`config.mk`:
```
export PLATFORM = sky130hd
export DESIGN_NAME = zpu_mem_bridge
export DESIGN_NICKNAME = d
export VERILOG_FILES = /design/src/rtl/zpu_mem_bridge.sv
export SDC_FILE = /design/constraint.sdc
export NUM_CORES = 1
export LEC_CHECK = 0
export CAP_MARGIN = 20
export CELL_PAD_IN_SITES_DETAIL_PLACEMENT = 1
export CELL_PAD_IN_SITES_GLOBAL_PLACEMENT = 1
export CORE_MARGIN = 4
export CORE_UTILIZATION = 36
export DETAILED_ROUTE_END_ITERATION = 6
export PLACE_DENSITY_LB_ADDON = 0.05
export SLEW_MARGIN = 15
export SYNTH_ARGS = -nofsm -noshare
export SYNTH_HDL_FRONTEND = slang
export SYNTH_SLANG_ARGS = --single-unit
export TNS_END_PERCENT = 20
```
`constraint.sdc`:
```
create_clock -name clk -period 2.4 [get_ports clk]
set_input_delay 0.24 -clock clk [delete_from_list [all_inputs] [get_ports clk]]
set_output_delay 0.24 -clock clk [all_outputs]
set_load 0.005 [all_outputs]
```
`src/rtl/zpu_mem_bridge.sv`:
```
// zpu_mem_bridge: bridges the zpu_core read/write/done handshake to a word RAM
// and a small I/O register page (console byte out, status, cycle counter, exit).
// One access in flight at a time; o_done pulses for one cycle to complete it.
// Optional feature: define BUS_TIMEOUT_EN to abort RAM accesses that receive no
// i_ram_done within TIMEOUT cycles (sets sticky o_bus_error, returns 32'hDEADBEEF).
module zpu_mem_bridge #(
  parameter int unsigned AW      = 20,
  parameter logic [31:0] IO_BASE = 32'h8000_0000,
  parameter int unsigned TIMEOUT = 64
) (
  input  logic          clk,
  input  logic          reset,
  input  logic          i_read,
  input  logic          i_write,
  input  logic [31:0]   i_addr,
  input  logic [31:0]   i_data_write,
  output logic [31:0]   o_data_read,
  output logic          o_done,
  output logic          o_ram_read,
  output logic          o_ram_write,
  output logic [AW-1:0] o_ram_addr,
  output logic [31:0]   o_ram_data_write,
  input  logic [31:0]   i_ram_data_read,
  input  logic          i_ram_done,
  output logic          o_tx_valid,
  output logic [7:0]    o_tx_data,
  input  logic          i_tx_ready,
  output logic          o_halt,
  output logic [7:0]    o_exit_code,
  output logic          o_bus_error
);

  typedef enum logic [1:0] {
    S_IDLE,
    S_RAM,
    S_TX,
    S_DONE
  } state_t;

  localparam logic [1:0] OFF_DATA   = 2'd0;
  localparam logic [1:0] OFF_STATUS = 2'd1;
  localparam logic [1:0] OFF_CYCLE  = 2'd2;
  localparam logic [1:0] OFF_EXIT   = 2'd3;

  state_t        state, state_d;
  logic [AW-1:0] addr_q;
  logic [31:0]   wdata_q;
  logic          wr_q;
  logic [31:0]   rdata_q;
  logic [7:0]    tx_byte;
  logic          halt;
  logic [7:0]    exit_code;
  logic [31:0]   cyc;
  logic          bus_err;
  logic          ram_tmo;

  logic       req;
  logic       io_hit;
  logic [1:0] io_off;

  assign req    = i_read | i_write;
  assign io_hit = (i_addr[31:4] == IO_BASE[31:4]);
  assign io_off = i_addr[3:2];

`ifdef BUS_TIMEOUT_EN
  logic [31:0] tmo_cnt;

  // RAM wait counter: cleared outside RAM, counts each cycle spent waiting
  always_ff @(posedge clk or negedge reset) begin
    if (!reset) begin
      tmo_cnt <= '0;
    end else if (state == S_RAM) begin
      tmo_cnt <= tmo_cnt + 32'd1;
    end else begin
      tmo_cnt <= '0;
    end
  end

  assign ram_tmo = (state == S_RAM) && !i_ram_done && (tmo_cnt == 32'(TIMEOUT));
`else
  logic [31:0] tmo_unused;
  assign tmo_unused = 32'(TIMEOUT);
  assign ram_tmo    = 1'b0;
`endif

  // State register
  always_ff @(posedge clk or negedge reset) begin
    if (!reset) begin
      state <= S_IDLE;
    end else begin
      state <= state_d;
    end
  end

  // Next-state decode; a simultaneous read+write is taken as a write
  always_comb begin
    state_d = state;
    unique case (state)
      S_IDLE: begin
        if (i_write) begin
          if (!io_hit)                  state_d = S_RAM;
          else if (io_off == OFF_DATA)  state_d = S_TX;
          else                          state_d = S_DONE;
        end else if (i_read) begin
          state_d = io_hit ? S_DONE : S_RAM;
        end
      end
      S_RAM:  if (i_ram_done || ram_tmo) state_d = S_DONE;
      S_TX:   if (i_tx_ready)            state_d = S_DONE;
      S_DONE: state_d = S_IDLE;
      default: state_d = S_IDLE;
    endcase
  end

  // Datapath: request latching, I/O register effects, read data capture, cycle counter
  always_ff @(posedge clk or negedge reset) begin
    if (!reset) begin
      addr_q    <= '0;
      wdata_q   <= '0;
      wr_q      <= 1'b0;
      rdata_q   <= '0;
      tx_byte   <= '0;
      halt      <= 1'b0;
      exit_code <= '0;
      cyc       <= '0;
      bus_err   <= 1'b0;
    end else begin
      cyc <= cyc + 32'd1;
      unique case (state)
        S_IDLE: begin
          if (req) begin
            addr_q  <= i_addr[AW-1:0];
            wdata_q <= i_data_write;
            wr_q    <= i_write;
            rdata_q <= '0;
            if (io_hit) begin
              if (i_write) begin
                if (io_off == OFF_DATA) tx_byte <= i_data_write[7:0];
                if (io_off == OFF_EXIT && !halt) begin
                  halt      <= 1'b1;
                  exit_code <= i_data_write[7:0];
                end
              end else begin
                unique case (io_off)
                  OFF_DATA:   rdata_q <= '0;
                  OFF_STATUS: rdata_q <= {30'b0, halt, 1'b0};
                  OFF_CYCLE:  rdata_q <= cyc;
                  OFF_EXIT:   rdata_q <= {24'b0, exit_code};
                  default:    rdata_q <= '0;
                endcase
              end
            end
          end
        end
        S_RAM: begin
          if (i_ram_done) begin
            rdata_q <= i_ram_data_read;
          end else if (ram_tmo) begin
            rdata_q <= 32'hDEAD_BEEF;
            bus_err <= 1'b1;
          end
        end
        default: ;
      endcase
    end
  end

  // Output decode from state and latched access
  always_comb begin
    o_done           = (state == S_DONE);
    o_data_read      = (state == S_DONE) ? rdata_q : '0;
    o_ram_read       = (state == S_RAM) && !wr_q;
    o_ram_write      = (state == S_RAM) &&  wr_q;
    o_ram_addr       = addr_q;
    o_ram_data_write = wdata_q;
    o_tx_valid       = (state == S_TX);
    o_tx_data        = tx_byte;
    o_halt           = halt;
    o_exit_code      = exit_code;
    o_bus_error      = bus_err;
  end

endmodule

```
# After elaboration in Yosys (flattened, before gate mapping)
# Cells that the tools add are included.
[word_totals]
latchBits = 0
in_bits = 102
reg_bits = 136
elab_cells = 50
mem_bits_rw = 0
rom_bits = 0
mem_count = 0
[op_classes]
div_mod_pow = 0
shifts = 0
muxes = 15
eq_ne = 11
bitwise = 1
magnitude_cmp = 0
n_addsub = 1
reduce_logical = 13
n_mul = 0
[ops]
columns = ["cell", "n"]
rows = [
  ["$mux 32", 5],
  ["$pmux 32 s4", 1],
  ["$pmux 32 s2", 1],
  ["$add 32x1->32 const B", 1],
  ["$eq 28x28->1 const B", 1],
  ["$mux 2", 6],
  ["$reduce_and 5->1", 2],
  ["$eq 2x2->1 const B", 4],
  ["$pmux 2 s4", 1],
  ["$reduce_and 3->1", 2],
  ["$eq 2x1->1 const B", 2],
  ["$logic_not 2->1", 2],
  ["$ne 2x2->1 const B", 2],
  ["$logic_and 1x1->1", 3],
  ["$ne 3x3->1 const B", 1],
  ["$logic_not 1->1", 2],
  ["$ne 2x1->1 const B", 1],
  ["$reduce_and 2->1", 1],
  ["$reduce_bool 2->1", 1],
  ["$mux 1", 1],
  ["$or 1x1->1", 1],
]

# Depth between registers and ports, before layout
[depth]
word_depth = 6
mapped_depth = 9

# Least setup slack after synthesis
# No wires, ideal clock.
[synth_timing]
path_kind = "flip-flop to flip-flop"
startpoint = "reg state[0]"
endpoint = "reg rdata_q[28]"
synth_period_minus_slack_ps = 1874
arrival_time_ps = 1736
path_buffers = 3
slack_ps = 526
required_time_ps = 2262
path_stages_with_launch = 10
setup_time_ps = 138
cell_sequence = "dfrtp_1 > inv_1 > ha_1 > or3b_1 > buf_4 > nor2b_1 > buf_6 > nand4_4 > buf_8 > o31ai_2"
[synth_via]
elab_chain_len = 3
elab_cells_between_ends = 7
cone_classes = "3 x eq/ne; 1 x mux; 3 x reduce/logical"
[synth_lines]
columns = ["item", "line", "source"]
rows = [
  ["from (decl)", "45", "state_t state, state_d;"],
  ["from (signal assigned)", "91", "state <= state_d;"],
  ["$eq 2x1->1 / $logic_not 2->1 (equally long branches)", "129", "unique case (state)"],
  ["$ne 2x2->1 (no line) / $reduce_bool 2->1 (equally long branches)", "n/a", ""],
  ["$reduce_and 3->1 (no line)", "n/a", ""],
  ["to (signal assigned)", "146", "OFF_STATUS: rdata_q <= {30'b0, halt, 1'b0};"],
  ["to (signal assigned)", "147", "OFF_CYCLE: rdata_q <= cyc;"],
  ["to (signal assigned)", "148", "OFF_EXIT: rdata_q <= {24'b0, exit_code};"],
  ["to (decl)", "49", "logic [31:0] rdata_q;"],
]
# Several ways; a longest one is shown, not always the timed one.
# A chain may end at the register's enable or synchronous reset.

# Final worst setup path
[layout_timing]
startpoint = "reg state[1]"
endpoint = "out o_ram_read"
[layout_via]
elab_chain_len = 2
[layout_lines]
columns = ["item", "line", "source"]
rows = [
  ["$eq 2x1->1", "172", "o_ram_read = (state == S_RAM) && !wr_q;"],
  ["$logic_and 1x1->1", "172", ""],
  ["to (decl)", "19", "output logic o_ram_read,"],
]
# Every way passes these cells.

==> reports/summary.txt <==
pre-CTS setup slack -> 20.2 ps
Synth-to-Final Area Change -> 46.7%
Worst Tran Pin Value -> 669 ps
H-tree Lvls -> 4
initial antenna violation count -> 1
global route overflow -> 0
synth warn -> 0
first-pass GRT wire length -> 31300 um
normalized max-slew margin -> 55.4%
CP startpoint kind -> flip-flop
TritonCTS clock tree -> yes
Layout Nets -> 845
largest family of logic cells by synthesized area -> simple AND/OR/NAND/NOR gates
Post-Synthesis Net Count -> 638
Fin. Hold Viols -> 0
Yosys top cell area share -> 53.3%
most common cell after layout, fill and taps aside -> clkdlybuf4s50_1
clk buf depth -> 2
Mapped Area -> 6380 sq um
worst vdd ir -> 0.497 mV
max_cap viols -> 0
Detailed Route WL -> 19100 um
Synth Area per Inst -> 12.0 sq um
most used cell, CP -> inv_1
post-synthesis simple-gate area fraction -> 15.9%
final setup vio count -> 0
distinct cell type count after synthesis -> 46
residual DRC count -> 0
CP endpoint kind -> output port
met3 WL -> 1770 um
DR vias/cell -> 5.06
Worst path slowest cell -> clkdlybuf4s50_1
TritonRoute pass-1 iters -> 4
Detail Route Antenna Nets -> 0
die area -> 19900 sq um
Yosys top cell by area -> dfrtp_1
wire length on met1 -> 7400 um
largest cells by area after synthesis -> dfrtp_1 (53%), mux2_2 (12%), and2_1 (3.5%)
Hold WS -> 407 ps
fin util -> 54.0%
port buffer count -> 206
clock root cell -> clkbuf_16
max incr delay on CP -> 550 ps
Synth Area in Adders -> 1.18%
area of the core -> 17400 sq um
setup ws final -> 37.8 ps
row count -> 48
# placed instances -> 941
via count -> 4930
pwr/cell area -> 1070 nW/um^2
number of global-route vias before repair -> 5733
Final Non-Filler Cells -> 975
Synth Area in Compound Gates -> 8.10%
Peak Freq -> 0.423 GHz
Initial Util -> 36.8%
Critical Path AT -> 2120 ps
commonest cells after routing, fill and taps aside -> clkdlybuf4s50_1 (205), dfrtp_1 (136), mux2_2 (66), and2_1 (36), nand4_1 (31)
CP Class -> reg -> out
Die H -> 141 um
fin area -> 9360 sq um
multi-input logic area -> 2760 sq um
antenna cells -> 0
Synth Area in XOR/XNOR -> 4.12%
Period minus WS final -> 2360 ps
worst skew pair latency -> 420 ps
status -> finished clean
Reg clk slew, reported paths -> 50 ps
Ports -> 208
wire length per cell -> 19.6 um
filler cell count -> 1766
CP max FO -> 18
Hold Path Class -> in -> async
largest net degree at the start of global routing -> 68
leakage -> 3.97 nW
Seq cells post-synth -> 136
final total power -> 9.99 mW
routability cong. -> 0.788
register area -> 3400 sq um
Chip Width -> 141 um
setup bufs post-CTS -> 0
fin crit share -> 98.4%
clk sinks -> 136
metal2 WL -> 9610 um
fin. max-slew vios -> 0
clock skew -> 7.64 ps
Mapped Cells -> 530
setup tns final -> 0 ps
worst path required time -> 2160 ps
uppermost routed layer -> met5
Cell Chain, Critical Path -> inv_1, ha_2, buf_12, inv_1, nor2_1, clkdlybuf4s50_1
dpl cell area -> 8700 sq um
CTS Buf Count -> 17
fraction of layout cells with a size suffix above 1 -> 18.9%
Total Routing Usage GR -> 19.9%
dpl hpwl -> 14000 um
RSZ-0062 raised after global routing -> true
multiplexer share of the synthesized area -> 13.6%
sequential share of the synthesized area -> 53.3%
initial DRC count -> 120
critical path, delay by kind of cell (launching register included):
kind / cells / cell delay [ps]
buf+inv: 4 / 930
flops: 1 / 420
fa+ha+maj: 1 / 260
simple gates: 1 / 100
cell families after synthesis:
logic type      Yosys count
simple gates            164
flops                   136
fa+ha+maj                 6
buf+inv                  45
xor+xnor                 30
compound gates           70
other cells               1
mux                      78
report_power, final:
part           internal, mW  switching [mW]  leakage, nW
combinational          2.32            1.58         1.94
clock                  1.71           0.954        0.298
sequential             3.04           0.378         1.73
layout make-up:
class | instances | share of cell area, %
clock buffers | 24 | 5.14
clock inverters | 8 | 1.27
inverters | 9 | 0.361
multi-input cells | 349 | 29.4
flip-flops and latches | 136 | 36.3
well taps | 225 | 3.01
repair buffers | 224 | 24.4
cells in the mapped netlist (all sizes together):
library cell  number
and3               8
nand2b            22
nor2              12
nor4b              1
conb               1
nor3               6
clkbuf            11
and2              37
o221a              1
buf               25
nand2             13
a21boi            24
o31ai              4
o21ai             22
or3b               1
mux2              68
and4               7
or3                1
inv                9
nor4               8
mux2i             10
o22ai              8
ha                 6
dfrtp            136
a21oi             10
a31oi              1
nand4             34
nand3             11
nor3b              1
xnor2             24
xor2               6
nor2b              2
state kept, by name (all words and copies together) (netlist names):
name              flops
o_halt                1
o_tx_data             8
o_ram_data_write     32
rdata_q              32
o_exit_code           8
cyc                  32
state                 2
o_ram_addr           20
wr_q                  1
timing repair:
item | CTS | global route
setup endpoints to repair | 2 | 11
resized for setup | 4 | 1
endpoints found under the hold margin | 64 | 0
hold buffers | 1 | 0
gates cloned | 1 | 0
final timing paths:
| kind | startpoint | to | slack [ps] | depth (start not counted) |
|---|---|---|---|---|
| worst max-delay path | state[1] | o_ram_read | 40 | 6 |
| worst min-delay path | reset | o_ram_addr[11] | 410 | 2 |
| worst max register to register | state[1] | rdata_q[17] | 190 | 8 |
| worst min register to register | cyc[0] | cyc[0] | 470 | 1 |
| max in group asynchronous | reset | o_ram_data_write[28] | 1240 | 3 |
| min in group clk | i_data_write[14] | o_ram_data_write[14] | 430 | 2 |
routing by layer:
| layer | vias up | track usage [%] |
|---|---|---|
| li1 | 2300 | - |
| met1 | 2443 | 22.5 |
| met2 | 161 | 34.4 |
| met3 | 24 | 8.14 |
| met4 | 2 | 5.66 |
| met5 | - | 0 |
Note: power is estimated with default switching activity, not from simulation.
